--- src/rtl/cordic_angle_arbiter_if.sv ---
// ----------------------------------------------------------------------------
// cordic_angle_arbiter_if
// Requester-facing bundle of the CORDIC angle arbiter.
//   req_valid  : per-requester request valid
//   req_x/req_y: packed operands, requester i at [i*DSIZE +: DSIZE]
//   req_mask   : per-requester arbitration enable
//   req_ready  : one-hot (or zero) grant back to the requesters
//   res_valid  : one-hot result strobe
//   res_id     : requester ID of the current result
//   res_angle  : full-turn result angle, 2^(ASIZE+2) per turn
// Modports: master = requester side, slave = arbiter side.
// ----------------------------------------------------------------------------
interface cordic_angle_arbiter_if #(
    parameter int NREQ  = 4,
    parameter int IDW   = 2,
    parameter int DSIZE = 16,
    parameter int ASIZE = 16
) ();
    logic [NREQ-1:0]       req_valid;
    logic [NREQ*DSIZE-1:0] req_x;
    logic [NREQ*DSIZE-1:0] req_y;
    logic [NREQ-1:0]       req_mask;
    logic [NREQ-1:0]       req_ready;
    logic [NREQ-1:0]       res_valid;
    logic [IDW-1:0]        res_id;
    logic [ASIZE+1:0]      res_angle;

    modport master (
        output req_valid, req_x, req_y, req_mask,
        input  req_ready, res_valid, res_id, res_angle
    );

    modport slave (
        input  req_valid, req_x, req_y, req_mask,
        output req_ready, res_valid, res_id, res_angle
    );
endinterface

--- src/rtl/cordic_angle_arbiter.sv ---
// ----------------------------------------------------------------------------
// cordic_angle_arbiter
// Round-robin scheduler sharing one pipelined X/Y-to-angle CORDIC core among
// NREQ requesters. One operand pair is issued per cycle; a tag delay line
// matched to the core latency routes each returned angle back to its issuer.
// A RUN/DRAIN/HALT state machine lets the core be quiesced.
//
// Optional feature macro: CORDIC_ARB_QUADRANT_EN
//   defined   : operands are two's complement, the core sees |X|/|Y| and the
//               sign quadrant travels with the tag to unfold a full-turn angle.
//   undefined : operands pass through unsigned, res_angle = {2'b00, c_angle}.
//
// Ports:
//   clock     : sole clock, rising edge
//   rst_n     : synchronous active-low reset
//   bus       : requester/result bundle (slave modport)
//   halt_req  : stop issuing and drain the core
//   halted    : core empty and arbiter in HALT
//   cx, cy    : registered operands to the core
//   c_angle   : core output angle (first quadrant, 2^ASIZE = 90 degrees)
//   busy      : at least one operation in flight
// ----------------------------------------------------------------------------
module cordic_angle_arbiter #(
    parameter int NREQ       = 4,
    parameter int IDW        = 2,
    parameter int DSIZE      = 16,
    parameter int ASIZE      = 16,
    parameter int CORDIC_LAT = 8
) (
    input  logic                   clock,
    input  logic                   rst_n,
    cordic_angle_arbiter_if.slave  bus,
    input  logic                   halt_req,
    output logic                   halted,
    output logic [DSIZE-1:0]       cx,
    output logic [DSIZE-1:0]       cy,
    input  logic [ASIZE-1:0]       c_angle,
    output logic                   busy
);

    localparam int AW = ASIZE + 2;

    localparam logic [1:0] ST_RUN   = 2'd0;
    localparam logic [1:0] ST_DRAIN = 2'd1;
    localparam logic [1:0] ST_HALT  = 2'd2;

    localparam logic [IDW:0]    NREQ_W   = (IDW+1)'(NREQ);
    localparam logic [NREQ-1:0] ONE_HOT0 = {{(NREQ-1){1'b0}}, 1'b1};

`ifdef CORDIC_ARB_QUADRANT_EN
    // Magnitude of a two's-complement value; the most negative value maps to
    // 2^(DSIZE-1), which is representable as unsigned.
    function automatic logic [DSIZE-1:0] abs_val(input logic [DSIZE-1:0] v);
        return v[DSIZE-1] ? (~v + DSIZE'(1)) : v;
    endfunction
`endif

    // Unfold a first-quadrant angle into the full turn using the sign
    // quadrant {x_neg, y_neg}; arithmetic wraps modulo 2^(ASIZE+2).
    function automatic logic [AW-1:0] fold_angle(input logic [ASIZE-1:0] a,
                                                 input logic [1:0]       q);
        logic [AW-1:0] ext;
        logic [AW-1:0] two_f;
        ext   = {2'b00, a};
        two_f = {2'b10, {ASIZE{1'b0}}};
        case (q)
            2'b00:   return ext;
            2'b10:   return two_f - ext;
            2'b11:   return two_f + ext;
            2'b01:   return {AW{1'b0}} - ext;
            default: return ext;
        endcase
    endfunction

    logic [1:0]            state_r;
    logic [1:0]            state_nxt_s;
    logic [IDW-1:0]        ptr_r;
    logic [NREQ-1:0]       elig_s;
    logic [2*NREQ-1:0]     elig2_s;
    logic [NREQ-1:0]       rot_s;
    logic [IDW-1:0]        off_s;
    logic [IDW:0]          sum_s;
    logic [IDW-1:0]        gid_s;
    logic                  accept_s;
    logic [NREQ-1:0]       grant_s;
    logic [DSIZE-1:0]      sel_x_s;
    logic [DSIZE-1:0]      sel_y_s;
    logic [DSIZE-1:0]      op_x_s;
    logic [DSIZE-1:0]      op_y_s;
    logic [1:0]            quad_s;
    logic                  busy_s;
    logic [DSIZE-1:0]      cx_r;
    logic [DSIZE-1:0]      cy_r;
    logic [CORDIC_LAT:0]   tag_v_r;
    logic [IDW-1:0]        tag_id_r [0:CORDIC_LAT];
    logic [1:0]            tag_q_r  [0:CORDIC_LAT];
    logic [NREQ-1:0]       res_valid_r;
    logic [IDW-1:0]        res_id_r;
    logic [AW-1:0]         res_angle_r;

    // Eligibility, rotated so bit 0 is the requester at the round-robin pointer.
    always_comb begin
        elig_s  = bus.req_valid & bus.req_mask & {NREQ{state_r == ST_RUN}};
        elig2_s = {elig_s, elig_s} >> ptr_r;
        rot_s   = elig2_s[NREQ-1:0];
    end

    // Lowest set bit of the rotated vector, mapped back to a requester index.
    always_comb begin
        off_s = {IDW{1'b0}};
        for (int k = NREQ - 1; k >= 0; k--) begin
            off_s = rot_s[k] ? IDW'(k) : off_s;
        end
        sum_s = {1'b0, ptr_r} + {1'b0, off_s};
        if (sum_s >= NREQ_W) begin
            gid_s = IDW'(sum_s - NREQ_W);
        end else begin
            gid_s = sum_s[IDW-1:0];
        end
    end

    // Grant vector and operand selection for the winning requester.
    always_comb begin
        accept_s = |rot_s;
        grant_s  = accept_s ? (ONE_HOT0 << gid_s) : {NREQ{1'b0}};
        sel_x_s  = bus.req_x[gid_s*DSIZE +: DSIZE];
        sel_y_s  = bus.req_y[gid_s*DSIZE +: DSIZE];
`ifdef CORDIC_ARB_QUADRANT_EN
        op_x_s   = abs_val(sel_x_s);
        op_y_s   = abs_val(sel_y_s);
        quad_s   = {sel_x_s[DSIZE-1], sel_y_s[DSIZE-1]};
`else
        op_x_s   = sel_x_s;
        op_y_s   = sel_y_s;
        quad_s   = 2'b00;
`endif
    end

    // Halt/drain next-state logic.
    always_comb begin
        busy_s      = |tag_v_r;
        state_nxt_s = state_r;
        case (state_r)
            ST_RUN: begin
                if (halt_req) begin
                    state_nxt_s = ST_DRAIN;
                end else begin
                    state_nxt_s = ST_RUN;
                end
            end
            ST_DRAIN: begin
                if (!halt_req) begin
                    state_nxt_s = ST_RUN;
                end else if (!busy_s) begin
                    state_nxt_s = ST_HALT;
                end else begin
                    state_nxt_s = ST_DRAIN;
                end
            end
            ST_HALT: begin
                if (!halt_req) begin
                    state_nxt_s = ST_RUN;
                end else begin
                    state_nxt_s = ST_HALT;
                end
            end
            default: state_nxt_s = ST_RUN;
        endcase
    end

    // State register and round-robin pointer (advances past the granted index).
    always_ff @(posedge clock) begin
        if (!rst_n) begin
            state_r <= ST_RUN;
            ptr_r   <= {IDW{1'b0}};
        end else begin
            state_r <= state_nxt_s;
            if (accept_s) begin
                ptr_r <= (gid_s == IDW'(NREQ - 1)) ? {IDW{1'b0}} : gid_s + IDW'(1);
            end
        end
    end

    // Core operand registers; they hold when nothing is accepted.
    always_ff @(posedge clock) begin
        if (!rst_n) begin
            cx_r <= {DSIZE{1'b0}};
            cy_r <= {DSIZE{1'b0}};
        end else if (accept_s) begin
            cx_r <= op_x_s;
            cy_r <= op_y_s;
        end
    end

    // Tag delay line, one stage longer than the core so the tag lines up with
    // the cycle in which c_angle is sampled.
    always_ff @(posedge clock) begin
        if (!rst_n) begin
            tag_v_r <= {(CORDIC_LAT+1){1'b0}};
            for (int s = 0; s <= CORDIC_LAT; s++) begin
                tag_id_r[s] <= {IDW{1'b0}};
                tag_q_r[s]  <= 2'b00;
            end
        end else begin
            tag_v_r     <= {tag_v_r[CORDIC_LAT-1:0], accept_s};
            tag_id_r[0] <= accept_s ? gid_s : {IDW{1'b0}};
            tag_q_r[0]  <= accept_s ? quad_s : 2'b00;
            for (int s = 1; s <= CORDIC_LAT; s++) begin
                tag_id_r[s] <= tag_id_r[s-1];
                tag_q_r[s]  <= tag_q_r[s-1];
            end
        end
    end

    // Result capture from the last tag stage and the core output.
    always_ff @(posedge clock) begin
        if (!rst_n) begin
            res_valid_r <= {NREQ{1'b0}};
            res_id_r    <= {IDW{1'b0}};
            res_angle_r <= {AW{1'b0}};
        end else begin
            res_valid_r <= tag_v_r[CORDIC_LAT] ? (ONE_HOT0 << tag_id_r[CORDIC_LAT])
                                               : {NREQ{1'b0}};
            res_id_r    <= tag_id_r[CORDIC_LAT];
            res_angle_r <= fold_angle(c_angle, tag_q_r[CORDIC_LAT]);
        end
    end

    assign bus.req_ready = grant_s;
    assign bus.res_valid = res_valid_r;
    assign bus.res_id    = res_id_r;
    assign bus.res_angle = res_angle_r;
    assign cx            = cx_r;
    assign cy            = cy_r;
    assign busy          = busy_s;
    assign halted        = (state_r == ST_HALT);

endmodule

--- src/flat_wrapper.sv ---
// flat-port wrapper written by rule: the top's interface ports become plain ports
module cordic_angle_arbiter_flat 
#(
    parameter int NREQ       = 4,
    parameter int IDW        = 2,
    parameter int DSIZE      = 16,
    parameter int ASIZE      = 16,
    parameter int CORDIC_LAT = 8
)
  (clock, rst_n, halt_req, halted, cx, cy, c_angle, busy, bus_req_valid, bus_req_x, bus_req_y, bus_req_mask, bus_req_ready, bus_res_valid, bus_res_id, bus_res_angle);
  cordic_angle_arbiter_if #(.NREQ(NREQ), .IDW(IDW), .DSIZE(DSIZE), .ASIZE(ASIZE)) bus_i ();
  input  logic clock;
  input  logic rst_n;
  input  logic halt_req;
  output logic halted;
  output logic [DSIZE-1:0] cx;
  output logic [DSIZE-1:0] cy;
  input  logic [ASIZE-1:0] c_angle;
  output logic busy;
  input wire logic [$bits(bus_i.req_valid)-1:0] bus_req_valid;
  input wire logic [$bits(bus_i.req_x)-1:0] bus_req_x;
  input wire logic [$bits(bus_i.req_y)-1:0] bus_req_y;
  input wire logic [$bits(bus_i.req_mask)-1:0] bus_req_mask;
  output wire logic [$bits(bus_i.req_ready)-1:0] bus_req_ready;
  output wire logic [$bits(bus_i.res_valid)-1:0] bus_res_valid;
  output wire logic [$bits(bus_i.res_id)-1:0] bus_res_id;
  output wire logic [$bits(bus_i.res_angle)-1:0] bus_res_angle;
  assign bus_i.req_valid = bus_req_valid;
  assign bus_i.req_x = bus_req_x;
  assign bus_i.req_y = bus_req_y;
  assign bus_i.req_mask = bus_req_mask;
  assign bus_req_ready = bus_i.req_ready;
  assign bus_res_valid = bus_i.res_valid;
  assign bus_res_id = bus_i.res_id;
  assign bus_res_angle = bus_i.res_angle;
  cordic_angle_arbiter #(.NREQ(NREQ), .IDW(IDW), .DSIZE(DSIZE), .ASIZE(ASIZE), .CORDIC_LAT(CORDIC_LAT)) u_core (.clock(clock), .rst_n(rst_n), .bus(bus_i), .halt_req(halt_req), .halted(halted), .cx(cx), .cy(cy), .c_angle(c_angle), .busy(busy));
endmodule
--- config.mk ---
export PLATFORM = sky130hd
export DESIGN_NAME = cordic_angle_arbiter_flat
export DESIGN_NICKNAME = d
export VERILOG_FILES = /design/src/rtl/cordic_angle_arbiter_if.sv /design/src/rtl/cordic_angle_arbiter.sv /design/src/flat_wrapper.sv
export SDC_FILE = /design/constraint.sdc
export NUM_CORES = 1
export LEC_CHECK = 0
export ABC_AREA = 1
export CAP_MARGIN = 20
export CELL_PAD_IN_SITES_DETAIL_PLACEMENT = 1
export CELL_PAD_IN_SITES_GLOBAL_PLACEMENT = 1
export CORE_ASPECT_RATIO = 1.1
export CORE_MARGIN = 2
export CORE_UTILIZATION = 24
export DETAILED_ROUTE_END_ITERATION = 16
export PLACE_DENSITY_LB_ADDON = 0.1
export SYNTH_ARGS = -nofsm -noshare
export SYNTH_HDL_FRONTEND = slang
export SYNTH_SLANG_ARGS = --single-unit
--- constraint.sdc ---
create_clock -name clock -period 2.4 [get_ports clock]
set_clock_uncertainty 0.05 [all_clocks]
set_input_delay 0.36 -clock clock [delete_from_list [all_inputs] [get_ports clock]]
set_output_delay 0.36 -clock clock [all_outputs]
set_load 0.01 [all_outputs]
# Yosys cells after proc, flatten, opt, wreduce, memory -nomap -nowiden
# Memories as Yosys holds them, arrays and structs flattened.
# Cells that the tools add are included.
# W data, S select, Z words.
classes:
  n_addsub: 6
  order_cmp: 1
  eq_ne: 6
  n_shift: 5
  muxes: 34
  n_bitwise: 20
  reduce_logical: 5
op_table:
  columns: ["cell", "n"]
  rows:
  - ["$shiftx A64 B7 Y16", 2]
  - ["$pmux W18 S4", 1]
  - ["$mux W2", 28]
  - ["$add A18 B16 Y18 const A", 1]
  - ["$or A1 B1 Y1", 18]
  - ["$sub A18 B16 Y18 const A", 1]
  - ["$sub A1 B16 Y17 const A", 1]
  - ["$reduce_or A9 Y1", 1]
  - ["$and A4 B4 Y4", 2]
  - ["$eq A2 B2 Y1 const B", 4]
  - ["$shl A1 B2 Y4 const A", 2]
  - ["$shr A8 B2 Y4", 1]
  - ["$pmux W2 S3", 1]
  - ["$eq A2 B1 Y1 const B", 2]
  - ["$logic_not A2 Y1", 2]
  - ["$mux W4", 1]
  - ["$reduce_or A4 Y1", 1]
  - ["$add A2 B2 Y3", 1]
  - ["$ge A3 B3 Y1 const B", 1]
  - ["$mux W1", 3]
  - ["$add A2 B1 Y2 const B", 1]
  - ["$reduce_and A2 Y1", 1]
  - ["$sub A2 B1 Y2 const B", 1]
word_totals:
  reg_bits: 69
  mem_bits_rw: 36
  inputBits: 155
  wordCells: 87
  memories: 2
memory_table:
  columns: ["name", "depth", "width", "read_ports", "rd_ports_with_merged_regs", "write_ports", "line", "rtl"]
  rows:
  - ["u_core.tag_id_r", 9, 2, 9, 0, 9, "cordic_angle_arbiter.sv:95", "logic [IDW-1:0] tag_id_r [0:CORDIC_LAT];"]
  - ["u_core.tag_q_r", 9, 2, 9, 0, 9, "cordic_angle_arbiter.sv:96", "logic [1:0] tag_q_r [0:CORDIC_LAT];"]

# Longest topological paths before layout
# Gate-level depths: netlist of the first run.
depth:
  ltp_word: 12
  mapped_depth: 18
  mapped_depth_nobuf: 17

# Worst setup path after synthesis of the first run
# No wires, ideal clock.
synth_timing:
  kind: "flip-flop to output port"
  start: "register u_core.ptr_r[0]"
  end: "output port bus_req_ready[1]"
  arrival_ps: 2248
  path_slack_ps: -258
  path_stages_with_launch: 13
  n_path_buf: 2
  path_cell_list: "dfxtp_1 -> inv_2 -> nand3_1 -> nand2_1 -> nand2_1 -> nand2_2 -> a31oi_1 -> nor2_1 -> ha_1 -> buf_2 -> clkbuf_1 -> nand2_1 -> nor2_1"
synth_via:
  elab_chain_cells: 10
  elab_cells_between_ends: 12
synth_rtl:
  columns: ["item", "line", "rtl"]
  rows:
  - ["from (decl)", "cordic_angle_arbiter.sv:77", "logic [IDW-1:0] ptr_r;"]
  - ["from (signal assigned)", "cordic_angle_arbiter.sv:175", "ptr_r <= {IDW{1'b0}};"]
  - ["from (signal assigned)", "cordic_angle_arbiter.sv:179", "ptr_r <= (gid_s == IDW'(NREQ - 1)) ? {IDW{1'b0}} : gid_s + IDW'(1);"]
  - ["$shr A8 B2 Y4", "cordic_angle_arbiter.sv:104", "elig2_s = {elig_s, elig_s} >> ptr_r;"]
  - ["$mux W2 (4 in series)", "cordic_angle_arbiter.sv:112", "off_s = rot_s[k] ? IDW'(k) : off_s;"]
  - ["$add A2 B2 Y3", "cordic_angle_arbiter.sv:114", "sum_s = {1'b0, ptr_r} + {1'b0, off_s};"]
  - ["$ge A3 B3 Y1 or $sub A2 B1 Y2 (tied branches)", "cordic_angle_arbiter.sv:115, cordic_angle_arbiter.sv:116", null]
  - ["$mux W2", "cordic_angle_arbiter.sv:115", "if (sum_s >= NREQ_W) begin"]
  - ["$shl A1 B2 Y4", "cordic_angle_arbiter.sv:125", "grant_s = accept_s ? (ONE_HOT0 << gid_s) : {NREQ{1'b0}};"]
  - ["$mux W4 *", "cordic_angle_arbiter.sv:125", null]
  - ["to (decl)", "flat_wrapper.sv:24", "output wire logic [$bits(bus_i.req_ready)-1:0] bus_req_ready;"]
# Mark *: on every way between the ends. The rest lies on a longest branch, timed or not.

# Final worst setup path of the first run
layout_timing:
  start: "input port bus_req_mask[2]"
  end: "output port bus_req_ready[3]"
layout_via:
  elab_chain_cells: 12
  elab_cells_between_ends: 14
layout_rtl:
  columns: ["item", "line", "rtl"]
  rows:
  - ["from (decl)", "flat_wrapper.sv:23", "input wire logic [$bits(bus_i.req_mask)-1:0] bus_req_mask;"]
  - ["$and A4 B4 Y4 * (2 in series)", "cordic_angle_arbiter.sv:103", "elig_s = bus.req_valid & bus.req_mask & {NREQ{state_r == ST_RUN}};"]
  - ["$shr A8 B2 Y4 *", "cordic_angle_arbiter.sv:104", null]
  - ["$mux W2 (4 in series)", "cordic_angle_arbiter.sv:112", null]
  - ["$add A2 B2 Y3", "cordic_angle_arbiter.sv:114", null]
  - ["$ge A3 B3 Y1 or $sub A2 B1 Y2 (tied branches)", "cordic_angle_arbiter.sv:115, cordic_angle_arbiter.sv:116", null]
  - ["$mux W2", "cordic_angle_arbiter.sv:115", null]
  - ["$shl A1 B2 Y4", "cordic_angle_arbiter.sv:125", null]
  - ["$mux W4 *", "cordic_angle_arbiter.sv:125", null]
# Marks and branches as above.

==> flow_summary.yaml, run 1 <==
status:
  violations: "setup timing"
  outcome: "complete, but fails checks"
layout:
  nNetsFinal: 925
  antennaDiodeCount: 0
  areaGrowthSynthToFinish_pct: 85.6
  final_util: 0.455
  layout.area.seq_mm2: 0.00171
  multi_input_area_mm2: 0.00214
  layout-drive-gt1-share: 0.180
  fillCellCount: 1872
  fin_cells: 976
logic_synthesis:
  syn_avg_cell_area_um2: 7.74
  yosysSeqAreaShare: 0.425
  synthSimpleGateAreaFrac: 0.290
  synthArstFlopShare: 0
  ys_top_cells_by_count: "nand2_1, dfxtp_1, nand3_1"
  yosys.area_share.xor_xnor: 0.00219
  syn-cell-area_mm2: 0.00400
  synth_top_family_by_area: "simple AND/OR/NAND/NOR gates"
  synth_cell_types: 28
  synthCells: 517
  synth_compound_area_frac: 0.00813
  synth.most_common_cell: "nand2_1"
  synth_flop_cell: "dfxtp_1"
  yosys_warnings: 0
  synthMuxAreaShare: 0.162
  yosysTopAreaCell: "dfxtp_1"
  synth-adder-area-share: 0.00938
  synth_area_leaders: "dfxtp_1, nand2_1, mux2i_1"
  synth.top_cell.area_share: 0.425
  ys_ff_latch: 85
  synth_edf_count: 0
clocking:
  cts_tree: "yes"
  cts_max_path_buffers: 2
  clock_latency_ns: 0.35
  cts_sinks: 85
  cts_inserted_buffers: 9
  cts_hold_buf: 0
  htree_levels: 3
  clockRootBuffer: "clkbuf_16"
  path_clk_slew_ns: 0.06
grt:
  grt_pass1_wl_mm: 23.6
  grt_antenna_before_repair: 0
  track_usage: 0.172
  grt_pass1_vias: 4547
  grt_max_degree: 34
  grt.overflow.total: 0
pwr:
  leakagePower_uw: 0.00350
  pwr_density_cell_mw_per_mm2: 1240
  ir_drop_uv: 604
placement:
  numPlacedInstances: 942
  io_buffers: 214
  dp_hpwl_mm: 10.6
  routabilityCongestion: 0.789
drt:
  drc: 0
  drt_iter0_drc: 112
  avgViaCountPerCell: 4.37
  antenna_left: 0
  vias: 4261
  wl_mm: 15.1
  wire_per_inst_um: 15.4
  drtPass1Iterations: 4
sta:
  timing.final.crit_share: 1.20
  period_needed_ns: 2.88
  setup_slack_ns: -0.483
  hold_slack_ns: 0.338
  finalMaxSlewViolations: 0
  setup_viol: 36
  fmax_mhz: 347
  hold_viol: 0
  rsz0062_at_grt: "yes"
floorplan:
  die-height_um: 139
  start_util: 0.245
  dieArea_mm2: 0.0177
  core_mm2: 0.0163
  num_rows: 49
  io_pins: 217
  die-width_um: 127
setup_path:
  slowest_delay_ns: 0.51
  crit_path_start_kind: "input port"
  required_ns: 1.99
  crit_slowest_cell: "clkdlybuf4s50_1"
  critical_path.max_fanout: 3
  end_kind: "output pin"
  arrival_ns: 2.47
  critPathKind: "input port to output pin"
  cp_cell_sequence: "clkdlybuf4s50_1 -> nand2_2 -> inv_4 -> nand3_4 -> nand2_1 -> nand2_1 -> nand2_2 -> a31oi_2 -> nor2_2 -> ha_4 -> xor2_4 -> inv_2 -> nand3_4 -> nand2_4 -> ha_4 -> inv_4 -> nor2_4 -> buf_6"
min_path:
  min_path_type: "input port to flip-flop"
flow_run:
  drv_cap: 0
[registers in the layout, indices dropped and copies added (netlist names)]
name / flops
u_core.cy: 16
u_core.tag_id_r: 18
u_core.tag_v_r: 9
u_core.ptr_r: 2
u_core.bus.res_valid: 4
u_core.bus.res_angle: 16
u_core.bus.res_id: 2
u_core.cx: 16
u_core.state_r: 2
[metal layers]
metal  track usage  share of wire  up-vias
li1              -              -     2135
met1         0.190           0.39     1982
met2         0.313           0.53      131
met3        0.0557          0.066       13
met4        0.0497          0.013        0
met5             0              0        -
[logic make-up after synthesis]
family | count (synthesis)
and+or+nand+nor | 268
xor gates and xnor gates | 1
buffers and inverters | 90
AOI/OAI and AO/OA | 5
other | 1
adders and majority gates | 3
DFF | 85
muxes | 64
[worst max-delay path: cells and delay by family]
family | cells | cell delay (ns)
buffers and inverters | 5 | 0.83
adders and majority gates | 2 | 0.34
and+or+nand+nor | 9 | 0.74
AOI/OAI and AO/OA | 1 | 0.04
xor gates and xnor gates | 1 | 0.18
[what timing repair did]
action / CTS / global route
buffers inserted: 11 / 4
gates cloned: 7 / 0
setup endpoints to repair: 38 / 40
gates resized for setup: 71 / 34
pin swaps: 36 / 23
[through the flow]
stage                     cell area [µm²]  total power [µW]  setup TNS, ns  worst slack [ns]
after floorplan                      4020              4560         -0.167            -0.115
after global placement               6520              6320         -20.13            -0.906
after detailed placement             6520              6390         -25.38             -1.06
after CTS                            7270              9140          -6.77            -0.557
after global routing                 7430              9860         -10.45            -0.563
final                                7430              9190          -6.82            -0.483
[layout make-up]
class	count	area share
Clock inverter	7	0.00792
Inverter	61	0.0315
Timing Repair Buffer	267	0.378
Sequential cell	85	0.230
Tap cell	204	0.0344
Multi-Input combinational cell	343	0.288
Clock buffer	9	0.0303
[power by group]
part	switching [µW]	total, µW	internal, µW
clock	630	1350	718
sequential	146	1840	1700
combinational	2800	6000	3200
[worst paths after layout]
kind	from	end	slack, ns	cells past startpoint
setup / recovery	bus_req_mask[2]	bus_req_ready[3]	-0.48	18
hold / removal	rst_n	u_core.bus.res_angle[9]	0.34	3
setup reg to reg	u_core.state_r[1]	u_core.cx[12]	-0.27	19
hold reg to reg	u_core.tag_id_r[0][10]	u_core.tag_id_r[0][12]	0.37	2
[cell usage in the layout, fill, tap and decap left out, types with 3 or more instances in the layout]
master	n
buf_6	5
nor4_1	3
buf_16	6
nand2_2	11
nor2_4	3
nand3_2	15
inv_1	53
clkbuf_16	9
clkdlybuf4s50_1	208
mux2_2	6
nor2_1	11
dfxtp_1	82
nand3_4	6
nand3_1	52
buf_12	9
nand2_1	161
mux2i_1	55
buf_2	4
nor2_2	3
inv_2	6
buf_4	32
Note: power is estimated with default switching activity, not from simulation.
==> inputs of run 2 (changes only) <==
- CORE_UTILIZATION: 24 -> 27
- clock period: 2.4 -> 2.9 ns (I/O delays scaled with it)
==> run 2 against run 1 <==
Against the previous run: the run still ends with setup timing left; critical path depth fell by 2; wire length decreased by 6.5%; register-to-register slack improved by 0.44 ns; total power down 29%; highest routed layer unchanged; cell area down 6.1%; first-iteration DRC count is 4.5% higher; utilization grew 2.7 points; sequential cell count is the same; via count decreased by 2.2%.
==> flow_summary.yaml, run 2 (same netlist as run 1, synthesis figures left out) <==
clocking:
  clock_latency_ns: 0.33
  cts_inserted_buffers: 9
  clockRootBuffer: "clkbuf_16"
  cts_sinks: 85
  cts_max_path_buffers: 2
  htree_levels: 3
  cts_tree: "yes"
  path_clk_slew_ns: 0.07
setup_path:
  r2r_slack_ns: 0.17
  end_kind: "output pin"
  reg2reg_from: "u_core.state_r[1]"
  critical_path.max_fanout: 8
  arrival_ns: 2.51
  worstRegToRegCells: 19
  crit_path_start_kind: "flip-flop"
  required_ns: 2.41
  critPathKind: "flip-flop to output pin"
  r2r_end: "u_core.cx[8]"
pwr:
  ir_drop_uv: 438
  p_sw_frac: 0.407
  pwr_density_cell_mw_per_mm2: 941
  seqPwrFrac: 0.232
  switchingPower_uw: 2670
  internal_power_uw: 3890
  p_clk_frac: 0.170
  combPwrFrac: 0.598
  leakagePower_uw: 0.00332
  total_power_uw: 6560
min_path:
  min_path_type: "flip-flop to flip-flop"
  hold_end: "u_core.tag_id_r[0][12]"
  holdCritStartpoint: "u_core.tag_id_r[0][10]"
  worst_hold_path.num_cells: 2
layout:
  final_cell_mix: "clkdlybuf4s50_1, nand2_1, dfxtp_1"
  fillCellCount: 1697
  areaGrowthSynthToFinish_pct: 74.3
  nNetsFinal: 910
  antennaDiodeCount: 0
  mostFrequentLayoutCell: "clkdlybuf4s50_1"
  layout-drive-gt1-share: 0.147
  largest-register: "u_core.tag_id_r"
  largest_reg_flops: 18
floorplan:
  io_pins: 217
  start_util: 0.277
  num_rows: 46
  core_mm2: 0.0144
  die-height_um: 132
  dieArea_mm2: 0.0158
  die-width_um: 120
drt:
  drt_iter0_drc: 117
  wl_mm: 14.1
  avgViaCountPerCell: 4.39
  drc: 0
  wire_per_inst_um: 14.8
  vias: 4168
  antenna_left: 0
  drtPass1Iterations: 4
sta:
  setup_viol: 4
  rsz0062_at_grt: "yes"
  setup_slack_ns: -0.0967
  period_needed_ns: 3.00
  timing.final.crit_share: 1.03
  hold_slack_ns: 0.365
  hold_viol: 0
  fmax_mhz: 334
  finalMaxSlewViolations: 0
grt:
  grt_max_degree: 38
  grt_pass1_vias: 4374
  grt.overflow.total: 0
  track_usage: 0.176
  grt_pass1_wl_mm: 21.9
  grt_antenna_before_repair: 0
placement:
  place_ws_ns: -0.678
  dp_hpwl_mm: 10.6
  routabilityCongestion: 0.776
  io_buffers: 214
status:
  violations: "setup timing"
  outcome: "complete, but fails checks"
flow_run:
  drv_cap: 0
-- run 2: cell types whose count changed in the layout (fill, tap and decap cells not counted), sizes merged --
| cell | delta |
|---|---|
| dlygate4sd2 | +8 |
| dlymetal6s2s | -1 |
| inv | +3 |
| buf | -15 |
| bufbuf | -1 |
| clkinv | -2 |
| clkinvlp | -1 |
| clkdlybuf4s50 | -6 |
-- run 2: layer usage --
layer  vias to the layer above  wire length [µm]  GRT usage
met4                         0               115     0.0373
met5                         -                 0          0
met1                      1918              5420      0.188
met3                         8              1110     0.0642
met2                       142              7440      0.326
li1                       2100                 -          -
-- run 2: final cells by class --
cell class,instances,area [µm²],share of cell area
repair buffers,252,2460,0.353
multi-input cells,343,2040,0.293
flip-flops and latches,85,1710,0.245
well taps,192,240,0.0345
inverters,61,231,0.0332
clock buffers,9,225,0.0323
clock inverters,7,65.1,0.00933
-- run 2: power by group through the flow --
stage,Combinational [µW],Sequential (µW),Clock (µW)
floorplan,2150,1610,0
global placement,3540,1530,0
detailed placement,3620,1530,0
CTS,3750,1520,1160
global route,4320,1550,1210
finish,3920,1520,1120
-- run 2: what timing repair did --
item | in CTS | in global routing
setup endpoints to repair | 4 | 36
pin swaps | 19 | 10
hold buffers | 0 | 0
hold endpoints to repair | 0 | 0
buffers inserted | 5 | 7
gates resized for setup | 49 | 19
-- run 2: stage by stage --
step                std cells   util  TNS (ns)  instance area (µm²)
floorplan                 518      -         0                 4010
global placement          921  0.446     -3.31                 6440
detailed placement        921  0.446     -5.76                 6440
CTS                       942  0.473    -0.225                 6840
global route              949  0.483    -0.779                 6970
finish                    949  0.483    -0.246                 6970
-- run 2: how the worst max path moves through the flow --
stage	startpoint	end	slack [ns]	cells after the start
final	u_core.state_r[1]	bus_req_ready[3]	-0.1	16
after detailed placement	bus_req_valid[2]	bus_req_ready[3]	-0.68	17
after CTS	u_core.state_r[0]	bus_req_ready[3]	-0.08	15
after global routing	u_core.state_r[1]	bus_req_ready[3]	-0.20	16
after global placement	bus_req_valid[1]	bus_req_ready[3]	-0.59	17
after floorplan	bus_req_valid[1]	bus_req_ready[1]	0.15	13
-- run 2: critical path: stages, from the launching register on --
cell and delay, ns:
dfxtp_4 0.35, nor2_4 0.12, buf_12 0.14, nand3_2 0.10, nand3_2 0.08, o21ai_2 0.07
a31oi_2 0.19, nor2_2 0.09, ha_4 0.17, xor2_2 0.15, inv_1 0.08, nand3_2 0.12
nand2_4 0.12, ha_4 0.15, inv_4 0.04, nor2_4 0.09, buf_6 0.11
==> inputs of run 3 (changes only) <==
- CORE_MARGIN: 2 -> 1.5
==> run 3 against run 2 <==
Against the previous run: the run still ends with setup timing left; die area shrank 1.6%; via count grew 0.82%; clock power is essentially flat; sequential cell count is the same; combinational power is essentially flat; wire length shrank 1.4%; largest cell class unchanged.
==> flow_summary.yaml, run 3 (same netlist as run 1, synthesis figures left out) <==
grt:
  grt_pass1_wl_mm: 21.5
  grt_pass1_vias: 4415
  grt_max_degree: 33
  grt_antenna_before_repair: 0
  grt.overflow.total: 0
  track_usage: 0.176
sta:
  finalMaxSlewViolations: 0
  fmax_mhz: 325
  period_needed_ns: 3.08
  rsz0062_at_grt: "yes"
  hold_slack_ns: 0.366
  hold_viol: 0
  setup_viol: 4
  timing.final.crit_share: 1.06
  setup_slack_ns: -0.177
  setup_tns_ns: -0.535
setup_path:
  cp_cell_sequence: "nor2_4 -> buf_4 -> nand3_1 -> nand2_1 -> nand2_1 -> nand2_2 -> a31oi_4 -> nor2_4 -> ha_4 -> xor2_2 -> inv_1 -> nand3_2 -> nand2_4 -> buf_4 -> nor2_4 -> buf_6"
  critical_path.max_fanout: 4
  required_ns: 2.41
  end_kind: "output pin"
  critical_path.most_common_cell: "nor2_4"
  crit_slowest_cell: "dfxtp_4"
  slowest_delay_ns: 0.35
  crit_path_start_kind: "flip-flop"
  arrival_ns: 2.59
  critPathKind: "flip-flop to output pin"
placement:
  io_buffers: 214
  place_ws_ns: -0.708
  dp_hpwl_mm: 10.4
  routabilityCongestion: 0.746
  numPlacedInstances: 920
status:
  violations: "setup timing"
  outcome: "complete, but fails checks"
layout:
  fillCellCount: 1719
  fin_cells: 948
  layout-drive-gt1-share: 0.143
  final_cell_mix: "clkdlybuf4s50_1, nand2_1, dfxtp_1"
  antennaDiodeCount: 0
  nNetsFinal: 910
  layout.area.seq_mm2: 0.00171
  multi_input_area_mm2: 0.00207
  largest_reg_flops: 18
  areaGrowthSynthToFinish_pct: 75.5
  mostFrequentLayoutCell: "clkdlybuf4s50_1"
  largest-register: "u_core.tag_id_r"
drt:
  drtPass1Iterations: 5
  drt_iter0_drc: 115
  antenna_left: 0
  wire_per_inst_um: 14.7
  vias: 4202
  drc: 0
  avgViaCountPerCell: 4.43
  wl_mm: 13.9
floorplan:
  dieArea_mm2: 0.0156
  io_pins: 217
  num_rows: 46
  die-width_um: 119
  die-height_um: 131
  core_mm2: 0.0144
  start_util: 0.277
clocking:
  path_clk_slew_ns: 0.06
  cts_tree: "yes"
  cts_sinks: 85
  cts_max_path_buffers: 2
  clockRootBuffer: "clkbuf_16"
  htree_levels: 3
  cts_inserted_buffers: 9
  clock_latency_ns: 0.33
pwr:
  pwr_density_cell_mw_per_mm2: 938
  ir_drop_uv: 448
  leakagePower_uw: 0.00333
flow_run:
  drv_cap: 0
min_path:
  min_path_type: "flip-flop to flip-flop"
run 3: path summary, 6_finish.rpt:
check | cells after the start | startpoint | to | slack (ns)
max reg2reg | 17 | u_core.state_r[1] | u_core.cx[11] | 0.18
min reg2reg | 2 | u_core.tag_id_r[0][8] | u_core.tag_id_r[0][10] | 0.37
max | 16 | u_core.state_r[1] | bus_req_ready[1] | -0.18
min | 2 | u_core.tag_id_r[0][8] | u_core.tag_id_r[0][10] | 0.37
run 3: metal layers:
metal	track usage	part of all wire	vias to the layer above
li1	-	-	2097
met1	0.195	0.39	1940
met2	0.320	0.52	149
met3	0.0556	0.077	16
met4	0.0588	0.016	0
met5	0	0	-
run 3: final cells by class:
| type | count | share of cell area |
|---|---|---|
| inverter | 61 | 0.0326 |
| multi-input combinational | 343 | 0.294 |
| tap | 192 | 0.0342 |
| clock buffer | 10 | 0.0326 |
| timing repair buffer | 252 | 0.354 |
| clock inverter | 5 | 0.00873 |
| sequential | 85 | 0.244 |
run 3: critical path, delay by kind of cell (launching register included):
| kind | cells | cell delay, ns |
|---|---|---|
| buffers and inverters | 4 | 0.48 |
| XOR/XNOR | 1 | 0.17 |
| AO/OA/AOI/OAI | 1 | 0.04 |
| flip-flops | 1 | 0.35 |
| AND/OR/NAND/NOR | 9 | 1.03 |
| adder cells (fa/ha/maj) | 1 | 0.16 |
run 3: through the flow:
stage	cell area, µm²	total power [µW]	util
finish	7020	6580	0.486
floorplan	4010	3760	-
global route	7020	7100	0.486
detailed placement	6450	5160	0.446
global placement	6450	5070	0.446
CTS	6870	6520	0.475
run 3: where the power goes:
group | switching (µW) | total [µW] | internal, µW
Sequential | 118 | 1520 | 1410
Combinational | 2030 | 3920 | 1890
Clock | 476 | 1140 | 666
Total | 2620 | 6580 | 3960
run 3: what timing repair did:
action,4_1_cts,5_1_grt
hold buffers,0,0
gates cloned,0,0
gates resized for setup,52,19
buffers inserted,6,7
setup endpoints to repair,4,8
pin swaps,16,20
